==> src/rtl/stream_dispatch_pkg.sv <==
// Shared types and header field layout for the stream data dispatcher.
package stream_dispatch_pkg;

  typedef enum logic [1:0] {
    IDLE   = 2'd0,
    STREAM = 2'd1,
    DROP   = 2'd2,
    KICK   = 2'd3
  } dispatch_state_e;

  localparam int LEN_LSB = 0;
  localparam int ID_LSB  = 32;
  localparam int ID_W    = 32;

endpackage

==> src/rtl/rr_core_arbiter.sv <==
// Combinational round-robin pick: first requesting core at or above ptr, wrapping mod CORES.
module rr_core_arbiter #(
  parameter int CORES = 4,
  localparam int PTR_W = $clog2(CORES)
) (
  input  logic [CORES-1:0] req,
  input  logic [PTR_W-1:0] ptr,
  output logic [PTR_W-1:0] grant,
  output logic             any_grant
);

  int               idx;
  logic [PTR_W-1:0] idx_w;

  always_comb begin
    grant     = '0;
    any_grant = 1'b0;
    idx       = 0;
    idx_w     = '0;
    for (int i = 0; i < CORES; i++) begin
      idx   = (int'(ptr) + i) % CORES;
      idx_w = PTR_W'(idx);
      if (!any_grant && req[idx_w]) begin
        grant     = idx_w;
        any_grant = 1'b1;
      end
    end
  end

endmodule

==> src/rtl/stream_data_dispatcher.sv <==
// Parses FIFO packet headers, forwards packets to a round-robin core, drops malformed ones, kicks the loader.
// Optional statistics counters are enabled with `define STREAM_DATA_DISPATCHER_STATS_EN.
module stream_data_dispatcher
  import stream_dispatch_pkg::*;
#(
  parameter int CORES      = 4,
  parameter int DATA_W     = 512,
  parameter int LEN_W      = 32,
  parameter int USEDW_W    = 11,
  parameter int MAX_LEN    = 1024,
  parameter int ADDR_SHIFT = 15
) (
  input  logic                     clk,
  input  logic                     reset_n,
  output logic                     recv_fifo_rdreq,
  input  logic [DATA_W-1:0]        recv_fifo_q,
  input  logic [USEDW_W-1:0]       recv_fifo_rdusedw,
  input  logic                     recv_fifo_valid,
  input  logic [CORES-1:0]         core_ready,
  input  logic                     target_snk_ready,
  output logic [$clog2(CORES)-1:0] target_core,
  output logic                     target_core_valid,
  output logic                     target_snk_sop,
  output logic                     target_snk_eop,
  output logic                     target_snk_valid,
  output logic [DATA_W-1:0]        target_snk_data,
  input  logic                     loader_busy,
  output logic                     loader_kick,
  output logic [63:0]              loader_memory_base_addr,
  output logic                     drop_pulse
`ifdef STREAM_DATA_DISPATCHER_STATS_EN
  ,
  output logic [31:0]              stat_pkt_count,
  output logic [31:0]              stat_drop_count,
  output logic [31:0]              stat_beat_count
`endif
);

  localparam int PTR_W = $clog2(CORES);

  dispatch_state_e  state_q, state_d;
  logic [LEN_W-1:0] cnt_q;
  logic [LEN_W-1:0] hdr_len;
  logic [LEN_W-1:0] used_ext;
  logic [ID_W-1:0]  hdr_id;
  logic [ID_W-1:0]  data_id_q;
  logic [PTR_W-1:0] rr_ptr_q;
  logic [PTR_W-1:0] grant;
  logic [PTR_W-1:0] rr_next;
  logic             any_grant;
  logic             adv;
  logic             snk_accept;
  logic             hdr_fits;
  logic             hdr_empty;
  logic             hdr_oversize;
  logic             rd_c;
  logic             take_hdr;
  logic             drop_start;
  logic             drop_done;
  logic             load_beat;
  logic             load_sop;
  logic             load_eop;
  logic             kick_go;
  logic             cnt_dec;

  assign hdr_len      = recv_fifo_q[LEN_LSB +: LEN_W];
  assign hdr_id       = recv_fifo_q[ID_LSB +: ID_W];
  assign used_ext     = LEN_W'(recv_fifo_rdusedw);
  assign hdr_empty    = (hdr_len == '0);
  assign hdr_oversize = (hdr_len > LEN_W'(MAX_LEN));

  // Single output slot: it may load whenever it is empty or being drained this cycle.
  assign adv        = !target_snk_valid || target_snk_ready;
  assign snk_accept = target_snk_valid && target_snk_ready;
  assign hdr_fits   = (used_ext >= hdr_len) && any_grant && adv;
  assign rr_next    = (grant == PTR_W'(CORES - 1)) ? '0 : grant + PTR_W'(1);

  assign recv_fifo_rdreq = reset_n && rd_c;

  rr_core_arbiter #(.CORES(CORES)) u_arb (
    .req       (core_ready),
    .ptr       (rr_ptr_q),
    .grant     (grant),
    .any_grant (any_grant)
  );

  always_ff @(posedge clk or negedge reset_n) begin
    if (!reset_n) state_q <= IDLE;
    else          state_q <= state_d;
  end

  always_comb begin
    state_d = state_q;
    case (state_q)
      IDLE: begin
        if (recv_fifo_valid && !hdr_empty) begin
          if (hdr_oversize)  state_d = DROP;
          else if (hdr_fits) state_d = (hdr_len == LEN_W'(1)) ? KICK : STREAM;
        end
      end
      STREAM: if (adv && recv_fifo_valid && cnt_q == LEN_W'(1)) state_d = KICK;
      DROP:   if (recv_fifo_valid && cnt_q == LEN_W'(1)) state_d = IDLE;
      KICK:   if (adv && !loader_busy) state_d = IDLE;
      default: state_d = IDLE;
    endcase
  end

  always_comb begin
    rd_c       = 1'b0;
    take_hdr   = 1'b0;
    drop_start = 1'b0;
    drop_done  = 1'b0;
    load_beat  = 1'b0;
    load_sop   = 1'b0;
    load_eop   = 1'b0;
    kick_go    = 1'b0;
    cnt_dec    = 1'b0;
    case (state_q)
      IDLE: begin
        if (recv_fifo_valid) begin
          if (hdr_empty) begin
            rd_c      = 1'b1;
            drop_done = 1'b1;
          end else if (hdr_oversize) begin
            rd_c       = 1'b1;
            drop_start = 1'b1;
          end else if (hdr_fits) begin
            rd_c      = 1'b1;
            take_hdr  = 1'b1;
            load_beat = 1'b1;
            load_sop  = 1'b1;
            load_eop  = (hdr_len == LEN_W'(1));
          end
        end
      end
      STREAM: begin
        if (adv && recv_fifo_valid) begin
          rd_c      = 1'b1;
          load_beat = 1'b1;
          load_eop  = (cnt_q == LEN_W'(1));
          cnt_dec   = 1'b1;
        end
      end
      DROP: begin
        if (recv_fifo_valid) begin
          rd_c      = 1'b1;
          drop_done = (cnt_q == LEN_W'(1));
          cnt_dec   = 1'b1;
        end
      end
      KICK:    kick_go = adv && !loader_busy;
      default: ;
    endcase
  end

  // cnt holds the words still to come after the header; it is nonzero whenever it is decremented.
  always_ff @(posedge clk or negedge reset_n) begin
    if (!reset_n) begin
      cnt_q                   <= '0;
      rr_ptr_q                <= '0;
      data_id_q               <= '0;
      target_core             <= '0;
      target_core_valid       <= 1'b0;
      target_snk_valid        <= 1'b0;
      target_snk_sop          <= 1'b0;
      target_snk_eop          <= 1'b0;
      target_snk_data         <= '0;
      loader_kick             <= 1'b0;
      loader_memory_base_addr <= '0;
      drop_pulse              <= 1'b0;
    end else begin
      if (take_hdr || drop_start) cnt_q <= hdr_len - LEN_W'(1);
      else if (cnt_dec)           cnt_q <= cnt_q - LEN_W'(1);
      if (take_hdr) begin
        target_core <= grant;
        rr_ptr_q    <= rr_next;
        data_id_q   <= hdr_id;
      end
      if (adv) begin
        target_snk_valid <= load_beat;
        target_snk_sop   <= load_sop;
        target_snk_eop   <= load_eop;
      end
      if (load_beat) target_snk_data <= recv_fifo_q;
      if (take_hdr)        target_core_valid <= 1'b1;
      else if (snk_accept) target_core_valid <= 1'b0;
      loader_kick <= kick_go;
      if (kick_go) loader_memory_base_addr <= 64'(data_id_q) << ADDR_SHIFT;
      drop_pulse <= drop_done;
    end
  end

`ifdef STREAM_DATA_DISPATCHER_STATS_EN
  function automatic logic [31:0] sat_inc(input logic [31:0] v);
    return (&v) ? v : v + 32'd1;
  endfunction

  always_ff @(posedge clk or negedge reset_n) begin
    if (!reset_n) begin
      stat_pkt_count  <= '0;
      stat_drop_count <= '0;
      stat_beat_count <= '0;
    end else begin
      if (kick_go)    stat_pkt_count  <= sat_inc(stat_pkt_count);
      if (drop_done)  stat_drop_count <= sat_inc(stat_drop_count);
      if (snk_accept) stat_beat_count <= sat_inc(stat_beat_count);
    end
  end
`endif

endmodule

==> config.mk <==
export PLATFORM = sky130hd
export DESIGN_NAME = stream_data_dispatcher
export DESIGN_NICKNAME = d
export VERILOG_FILES = /design/src/rtl/stream_dispatch_pkg.sv /design/src/rtl/rr_core_arbiter.sv /design/src/rtl/stream_data_dispatcher.sv
export SDC_FILE = /design/constraint.sdc
export NUM_CORES = 1
export LEC_CHECK = 0
export CAP_MARGIN = 40
export CORE_AREA = 3 3 432 434
export CTS_BUF_LIST = sky130_fd_sc_hd__clkbuf_4
export DETAILED_ROUTE_END_ITERATION = 10
export DIE_AREA = 0 0 435 437
export HOLD_SLACK_MARGIN = 0.15
export PLACE_DENSITY = 0.44
export SKIP_CTS_REPAIR_TIMING = 1
export SLEW_MARGIN = 20
export SYNTH_ARGS = -nofsm -noshare
export SYNTH_HDL_FRONTEND = slang
export SYNTH_SLANG_ARGS = --single-unit
==> constraint.sdc <==
create_clock -name clk -period 4.5 [get_ports clk]
set_clock_uncertainty 0.05 [all_clocks]
set_input_delay 0.9 -clock clk [delete_from_list [all_inputs] [get_ports clk]]
set_output_delay 0.9 -clock clk [all_outputs]
set_load 0.05 [all_outputs]
* Word-level counts from Yosys, hierarchy flattened
Index checks and enable logic that the tools add are counted.
W data, S select, Z words.
** Word-level totals
- Register bits after elaboration :: 620
- Latch bits :: 0
- Bits in writable memories :: 0
- ROM bits :: 0
- Bits of input ports :: 532
- Logic and storage cells :: 118
- Memories :: 0
** Operators by class
- Add/sub/neg operators :: 6
- Multiply operators :: 0
- Divide/modulo/power cells :: 0
- $lt $le $gt $ge :: 6
- Eq/ne operators :: 11
- Shift-type cells :: 0
- Mux-type cells :: 57
- Bitwise gates (word level) :: 0
- Reduce and logical (&&, ||, !) cells :: 25
** Operators by type and width (number)
- $eq A32 B1 Y1 const B :: 2
- $mux W32 :: 2
- $sub A32 B1 Y32 const B :: 2
- $mux W1 :: 33
- $ge A11 B32 Y1 :: 1
- $gt A32 B11 Y1 const B :: 1
- $logic_not A32 Y1 :: 1
- $mux W2 :: 12
- $logic_and A1 B1 Y1 :: 12
- $lt A2 B3 Y1 const B :: 4
- $bmux W1 S2 :: 4
- $ne A2 B2 Y1 const B :: 4
- $pmux W1 S2 :: 4
- $pmux W2 S4 :: 1
- $eq A2 B2 Y1 const B :: 3
- $logic_not A1 Y1 :: 6
- $reduce_and A5 Y1 :: 1
- $add A2 B1 Y2 const B :: 2
- $add A2 B2 Y2 const B :: 2
- $reduce_bool A2 Y1 :: 2
- $ne A3 B3 Y1 const B :: 1
- $pmux W1 S3 :: 1
- $eq A2 B1 Y1 const B :: 1
- $logic_not A2 Y1 :: 1
- $logic_or A1 B1 Y1 :: 2

* Longest topological paths before layout
Gate-level depths: netlist of the first run.
- Depth in word-level cells :: 21
- Gate-level depth with buffers :: 12
- Mapped depth without buffers :: 9

* Modules after synthesis
A second synthesis of the first run with hierarchy kept.
** Unflattened totals
- Cells, all modules :: 1704
- Area, all modules :: 25319.3 sq um
** By module, submodules not included
- stream_data_dispatcher :: times used 1, cells an instance 1689, area each 25241.7 sq um, sequential area each 15514.9 sq um
- rr_core_arbiter :: times used 1, cells an instance 15, area each 77.6 sq um, sequential area each 0.0 sq um

* Worst setup path before layout of the first run
OpenSTA, ideal clock, no wires.
- Path kind :: input to output
- Start point :: input port recv_fifo_q[1]
- End point :: output port recv_fifo_rdreq
- Arrival time :: 3.623 ns
- Slack :: -0.073 ns
- Stages on the path :: 9
- Path buffers :: 1
- Path through :: inv_1 ha_1 or4b_4 or2_1 or3_1 buf_6 nand4_1 a21oi_1 nor3_1
** Between the ends
- Word-level cells in the longest chain between the ends :: 9
- Elaborated cells between the ends (all ways) :: 11
- Classes of those cells :: order compare (2); mux (5); reduce/logical (4)
** Ends and longest elaborated chain
- start: declaration :: line stream_data_dispatcher.sv:16 : input logic [DATA_W-1:0] recv_fifo_q,
- $ge A11 B32 Y1 :: line stream_data_dispatcher.sv:75 : assign hdr_fits = (used_ext >= hdr_len) && any_grant && adv;
- $logic_and A1 B1 Y1 (2 in series) :: line stream_data_dispatcher.sv:75
- $mux W1 :: line stream_data_dispatcher.sv:127 : end else if (hdr_fits) begin
- $mux W1 :: line stream_data_dispatcher.sv:124 : end else if (hdr_oversize) begin
- $mux W1 (*) :: line stream_data_dispatcher.sv:121 : if (hdr_empty) begin
- $mux W1 (*) :: line stream_data_dispatcher.sv:120 : if (recv_fifo_valid) begin
- $pmux W1 S3 (*) :: line stream_data_dispatcher.sv:118 : case (state_q)
- $logic_and A1 B1 Y1 (*) :: line stream_data_dispatcher.sv:78 : assign recv_fifo_rdreq = reset_n && rd_c;
- end: declaration :: line stream_data_dispatcher.sv:15 : output logic recv_fifo_rdreq,
Mark *: on every way between the ends. The rest lies on a longest branch, timed or not.

* Final worst setup path of the first run
Ends and elaborated chain as after synthesis.

==> results of run 1 <==
[layer usage]
metal | track usage (%) | up-vias | routed length, µm | share of wire [%]
li1 | - | 9094 | - | -
met5 | 0 | - | 34 | 0.029
met4 | 4.08 | 6 | 2710 | 2.3
met3 | 5.38 | 188 | 11300 | 9.7
met2 | 20.1 | 825 | 59400 | 51
met1 | 12.9 | 9839 | 43300 | 37
[worst reg2reg max path: cells and delay by family, from the launching register on]
family,cells,cell delay [ns]
compound gates,2,0.37
flops,1,0.41
mux,1,0.22
simple gates,4,2.12
[report_power, final]
| group | switching, mW | internal [mW] | total, mW |
|---|---|---|---|
| Combinational | 10.5 | 5.40 | 15.9 |
| Sequential | 1.34 | 7.86 | 9.20 |
| Clock | 2.67 | 2.81 | 5.48 |
[worst paths after layout]
check | startpoint | to | slack [ns] | depth (start not counted)
max reg2reg | cnt_q[14] | state_q[1] | 1.23 | 7
min in group asynchronous | reset_n | target_snk_data[246] | 0.77 | 3
min reg2reg | data_id_q[13] | data_id_q[13] | 0.41 | 2
max | recv_fifo_q[1] | recv_fifo_rdreq | 0.12 | 10
max in group asynchronous | reset_n | target_snk_data[126] | 2.26 | 5
min | recv_fifo_q[42] | data_id_q[10] | 0.32 | 3
[synthesized netlist by cell type, types with 2 or more instances]
cell | instances | area [µm²]
a21o_1 | 3 | 22.5
a21oi_1 | 4 | 20.0
a31oi_1 | 2 | 12.5
and2_1 | 5 | 31.3
buf_1 | 7 | 26.3
buf_2 | 7 | 35.0
buf_4 | 32 | 240
buf_6 | 54 | 608
clkbuf_1 | 9 | 33.8
dfrtp_1 | 620 | 15500
ha_1 | 20 | 250
inv_1 | 18 | 67.6
mux2_1 | 480 | 5410
mux2_2 | 65 | 732
mux2i_1 | 35 | 350
nand2_1 | 128 | 480
nand2b_1 | 4 | 25.0
nand3_1 | 17 | 85.1
nand4_1 | 5 | 31.3
nor2_1 | 34 | 128
nor2b_1 | 6 | 37.5
nor3_1 | 18 | 90.1
nor3_2 | 2 | 20.0
nor4_1 | 10 | 62.6
o211ai_1 | 2 | 15.0
o21ai_0 | 6 | 30.0
or2_2 | 4 | 25.0
or3_1 | 9 | 56.3
or4_1 | 10 | 75.1
or4b_4 | 2 | 27.5
xnor2_1 | 40 | 350
xor2_1 | 19 | 166
[stage by stage]
stage / utilization (%) / hold slack, ns / worst slack (ns) / area, µm² / instances
after global routing: 24.1 / 0.123 / 0.00649 / 44200 / 5840
after CTS: 22.7 / -0.593 / 0.0198 / 41500 / 5566
after detailed placement: 21.4 / 0.402 / 0.0290 / 39200 / 5248
final: 24.2 / 0.322 / 0.116 / 44200 / 5852
after global placement: 21.4 / 0.396 / -0.0366 / 39200 / 5247
after floorplan: - / 0.385 / 0.345 / 25400 / 1729
[cell type report]
| cell class | count | area [µm²] |
|---|---|---|
| antenna | 25 | 62.6 |
| clock buffer | 263 | 1970 |
| clock inverter | 55 | 337 |
| fill | 19600 | 139000 |
| inverter | 18 | 67.6 |
| multi-input combinational | 982 | 8860 |
| sequential | 620 | 15500 |
| tap | 2464 | 3080 |
| timing repair buffer | 1425 | 14300 |
[registers in the layout, summed over array words and instances (netlist names)]
name / count
data_id_q: 32
state_q: 2
rr_ptr_q: 2
loader_kick: 1
loader_memory_base_addr: 32
target_snk_valid: 1
cnt_q: 32
drop_pulse: 1
target_snk_eop: 1
target_core_valid: 1
target_core: 2
target_snk_data: 512
target_snk_sop: 1
[kinds of logic after synthesis]
logic type	Yosys count
buf+inv	127
compound gates	28
xor+xnor	59
fa+ha+maj	20
mux	580
flops	620
simple gates	263
other cells	1
==> metrics.md, run 1 <==
| Metric | Value |
|---|---|
| Core ar. | around 180000 µm² |
| Min-delay worst type | input pin to register |
| Mux cell area share after synthesis | 25.7% |
| Relative max-transition margin | about a third |
| Die area | 190000 µm² |
| Largest net degree at the start of global routing | between 100 and 150 |
| Worst-Margin Slew | 0.999 ns |
| Worst EP required | approximately 3.6 ns |
| Total power | 30.6 mW |
| LEAKAGE | 19.5 nW |
| Critical path's slowest cell | or4b_4 |
| Final hold vios | 0 |
| Share of cells above drive strength 1 | 13.4% |
| TritonCTS Buffers | around 190 |
| DP HPWL | a little over 90 mm |
| Post-synthesis cell count | roughly 1700 |
| GR Overflow Total | 0 |
| Vias in the first global route | between 20000 and 25000 |
| Drt pass-1 iters | 4 |
| Most common cell after layout, fill and taps aside | clkdlybuf4s50_1 |
| Post-synth EDFFs | 0 |
| Yosys reg bits | 620 |
| Final setup viols | 0 |
| Area share of and/or/nand/nor cells after synthesis | 5.01% |
| Max capacitance violation total | 0 |
| CP arrival | between 3 and 4 ns |
| Largest family of logic cells by synthesized area | multiplexers |
| Tcrit/Tclk final | a little over nine tenths |
| Buffers on Ports | approximately 1100 |
| CTS tree | done |
| Post-synthesis sequential area ratio | approximately three fifths |
| CP Class | input pin to primary output |
| Final Critical Period | ~4.4 ns |
| CTS root buf | clkbuf_4 |
| Crit path cell chain | clkdlybuf4s50_1, inv_2, ha_1, or4b_4, or2_4, or3_4, nand4_1, a21oi_1, nor3_2, clkbuf_16 |
| Die outline width | between 400 and 500 µm |
| Compound-Gate Fraction of Synth Area | less than 1% |
| WL/cell | ~20 µm |
| RD Place Congestion | 0.826 |
| Row count | around 160 |
| Post-synth ARST share | 100% |
| Status | finished, final reports clean |
| DRT Wirelength | about 120 mm |
| Mean Syn Cell Area | approximately 15 µm² |
| Setup TNS | 0 ns |
| Power per Cell Area | 692 nW/µm² |
| Synth Area in Adders | less than 1% |
| Worst path bufs/invs | 3 |
| GRT Util Overall | approximately an eighth |
| Crit path max fanout | 4 |
| H-tree depth | 4 |
| Sink Count | just over 600 |
| Post-synth cell types | 53 |
| Routed vias/inst | about 3.4 |
| IO Pins | about 1100 |
| Final Slew Violations | 0 |
| Starting DRT DRC Count | approximately 610 |
| Top cell family by delay on the critical path | simple AND/OR/NAND/NOR gates |
| Maximum root-to-sink buffer count | 3 |
| DR DRC count | 0 |
| CP Capture Type | primary output |
| Maximum vdd drop | 0.000430 V |
| Startpoint types | input pin |
| Crit path largest cell delay | between 0.4 and 0.5 ns |
| Post-Synth XOR/XNOR Area | 2.05% |
| Ys Warns | 0 |
| Via count | around 20000 |
| First-pass GRT wire length | around 160 mm |
| Initial antenna violation count | 59 |
| Fmax | between 200 and 250 MHz |
| Most frequent cells in the layout | clkdlybuf4s50_1, dfrtp_1, mux2_1, clkbuf_4, dlygate4sd3_1 |
| RSZ-0062 raised after global routing | false |
| Worst-Skew Late Latency | ~1.1 ns |
| Clock transition at path regs | roughly 0.06 ns |
| Initial Util | between 10% and 20% |
| Cell area after synthesis | about 25000 µm² |
| Antenna-violating nets left | 0 |
| Synth Flop Type | dfrtp_1 |
| Area Growth Syn to Fin | 75.2% |
| Chip height | roughly 440 µm |
| Layout net count | 3788 |
Note: power is estimated with default switching activity, not from simulation.
==> run 2, diff against run 1 <==
- CTS_CLUSTER_SIZE: unset -> 16
==> run 2 against run 1 <==
Combinational power about the same. Clock power is 1% higher. Critical path depth stayed put. Hold slack improved by 0.016 ns. Sequential power barely moved. Via count increased by 0.60%. Utilization barely moved. Largest cell class unchanged.
==> metrics.md, run 2 (synthesized netlist as in run 1, its figures left out) <==
| Metric | Value |
|---|---|
| Sink Count | 620 (unchanged) |
| CP Class | input pin to primary output (unchanged) |
| CTS tree | done (unchanged) |
| Hold Crit Depth | 2 (was 3) |
| Worst-Margin Slew | 1.02 ns (was 0.999 ns) |
| Worst EP required | 3.55 ns (about the same) |
| Antenna-violating nets left | 0 (unchanged) |
| Max capacitance violation total | 0 (unchanged) |
| Die outline width | 435 µm (unchanged) |
| Largest net degree at the start of global routing | 148 (unchanged) |
| Capturing point of the worst reg2reg path | state_q[0] (was state_q[1]) |
| Buffers on Ports | 1084 (unchanged) |
| Hold endpoint | target_snk_data[290] (was data_id_q[10]) |
| RSZ-0062 raised after global routing | false (unchanged) |
| Initial Util | 13.8% (unchanged) |
| Final Slew Violations | 0 (unchanged) |
| Worst R2R Path Depth | 7 (unchanged) |
| WL/cell | 20.0 µm (was 19.9 µm) |
| Share of cells above drive strength 1 | 13.4% (about the same) |
| Routed vias/inst | 3.43 (was 3.41) |
| Starting DRT DRC Count | 585 (was 612) |
| IO Pins | 1117 (unchanged) |
| Chip height | 437 µm (unchanged) |
| Final Critical Period | 4.41 ns (was 4.38 ns) |
| Min-delay worst type | input pin to register (unchanged) |
| Flop2flop setup slack | 1.28 ns (was 1.23 ns) |
| Tcrit/Tclk final | 97.9% (was 97.4%) |
| First-pass GRT wire length | 159 mm (about the same) |
| Maximum vdd drop | 0.000431 V (was 0.000430 V) |
| HP Start | recv_fifo_q[290] (was recv_fifo_q[42]) |
| Die area | 190000 µm² (unchanged) |
| Post-route insts no fill | 5854 (was 5852) |
| Row count | 157 (unchanged) |
| Dpl cells | 5248 (unchanged) |
| Vias in the first global route | 20300 (about the same) |
| Relative max-transition margin | 32.3% (was 33.4%) |
| Drt pass-1 iters | 5 (was 4) |
| Most frequent cells in the layout | clkdlybuf4s50_1, dfrtp_1, mux2_1, clkbuf_4, dlygate4sd3_1 (unchanged) |
| Final hold vios | 0 (unchanged) |
| Maximum root-to-sink buffer count | 3 (unchanged) |
| Worst-Skew Late Latency | 1.11 ns (about the same) |
| Final setup viols | 0 (unchanged) |
| Via count | 20100 (was 20000) |
| Launch point of the worst reg-to-reg path | cnt_q[14] (unchanged) |
| Status | finished, final reports clean (unchanged) |
| Area Growth Syn to Fin | 75.5% (was 75.2%) |
| Startpoint types | input pin (unchanged) |
| Hold_ws | 0.339 ns (was 0.322 ns) |
| Initial antenna violation count | 59 (unchanged) |
| DP HPWL | 91.6 mm (unchanged) |
| CP Capture Type | primary output (unchanged) |
| Placed Area | 39200 µm² (unchanged) |
| DRT Wirelength | 117 mm (about the same) |
| Core ar. | 183000 µm² (unchanged) |
| Filler cells | 19600 (about the same) |
| Clock transition at path regs | 0.06 ns (about the same) |
| H-tree depth | 4 (unchanged) |
| CP arrival | 3.46 ns (was 3.43 ns) |
| Setup TNS | 0 ns (unchanged) |
| LEAKAGE | 19.6 nW (was 19.5 nW) |
| Layout net count | 3792 (was 3788) |
| TritonCTS Buffers | 189 (unchanged) |
| DR DRC count | 0 (unchanged) |
| Crit path max fanout | 4 (unchanged) |
| Max reg flops | 512 (unchanged) |
| Fmax | 227 MHz (was 228 MHz) |
| GR Overflow Total | 0 (unchanged) |
| CTS root buf | clkbuf_4 (unchanged) |
| Biggest register | target_snk_data (unchanged) |
| Final instance area | 44300 µm² (was 44200 µm²) |
| RD Place Congestion | 0.826 (unchanged) |
| GRT Util Overall | 11.8% (about the same) |
| Power per Cell Area | 692 nW/µm² (about the same) |
| Most common cell after layout, fill and taps aside | clkdlybuf4s50_1 (unchanged) |
## run 2: worst max-delay path, cell delays in order
cell             delay (ns)
clkdlybuf4s50_1        0.44
inv_2                  0.09
ha_1                   0.15
or4b_4                 0.47
or2_4                  0.28
or3_4                  0.38
nand4_1                0.10
a21oi_1                0.08
nor3_2                 0.31
clkbuf_16              0.24
## run 2: metal layers
| metal | global-route usage, % | share of wire, % | vias up | routed length (µm) |
|---|---|---|---|---|
| met4 | 4.16 | 2.4 | 6 | 2770 |
| li1 | - | - | 9104 | - |
| met3 | 5.39 | 8.9 | 200 | 10400 |
| met1 | 12.9 | 38 | 9915 | 44200 |
| met2 | 20.1 | 51 | 846 | 59500 |
| met5 | 0 | 0.035 | - | 41 |
## run 2: how the worst max path moves through the flow
| stage | startpoint | to | slack (ns) | cells past startpoint |
|---|---|---|---|---|
| after floorplan | recv_fifo_q[1] | recv_fifo_rdreq | 0.34 | 9 |
| after global placement | recv_fifo_q[1] | recv_fifo_rdreq | -0.04 | 10 |
| after detailed placement | recv_fifo_q[1] | recv_fifo_rdreq | 0.03 | 10 |
| after CTS | recv_fifo_q[1] | recv_fifo_rdreq | 0.02 | 10 |
| after global routing | recv_fifo_q[1] | recv_fifo_rdreq | 0.006 | 10 |
| final | recv_fifo_q[1] | recv_fifo_rdreq | 0.09 | 10 |
## run 2: report_power, final
part           leakage [nW]  internal, mW  switching (mW)
sequential             8.21          7.86            1.34
clock                  1.39          2.87            2.67
combinational          9.97          5.41            10.5
total                  19.6          16.1            14.5
## run 2: layout make-up
class	count	area [µm²]	share of cell area, %
Antenna cell	23	57.6	0.130
Timing Repair Buffer	1429	14400	32.5
Tap cell	2464	3080	6.96
Sequential cell	620	15500	35.0
Inverter	18	67.6	0.153
Clock inverter	55	359	0.811
Multi-Input combinational cell	982	8860	20.0
Clock buffer	263	1970	4.46
## run 2: per-stage QoR
stage          worst slack (ns)  util, %  power (mW)
4_1_cts                  0.0198     22.7        31.0
5_1_grt                 0.00649     24.2        32.2
2_1_floorplan             0.345        -        18.5
3_3_place_gp            -0.0366     21.4        25.1
6_report                 0.0938     24.2        30.7
3_5_place_dp             0.0290     21.4        25.1
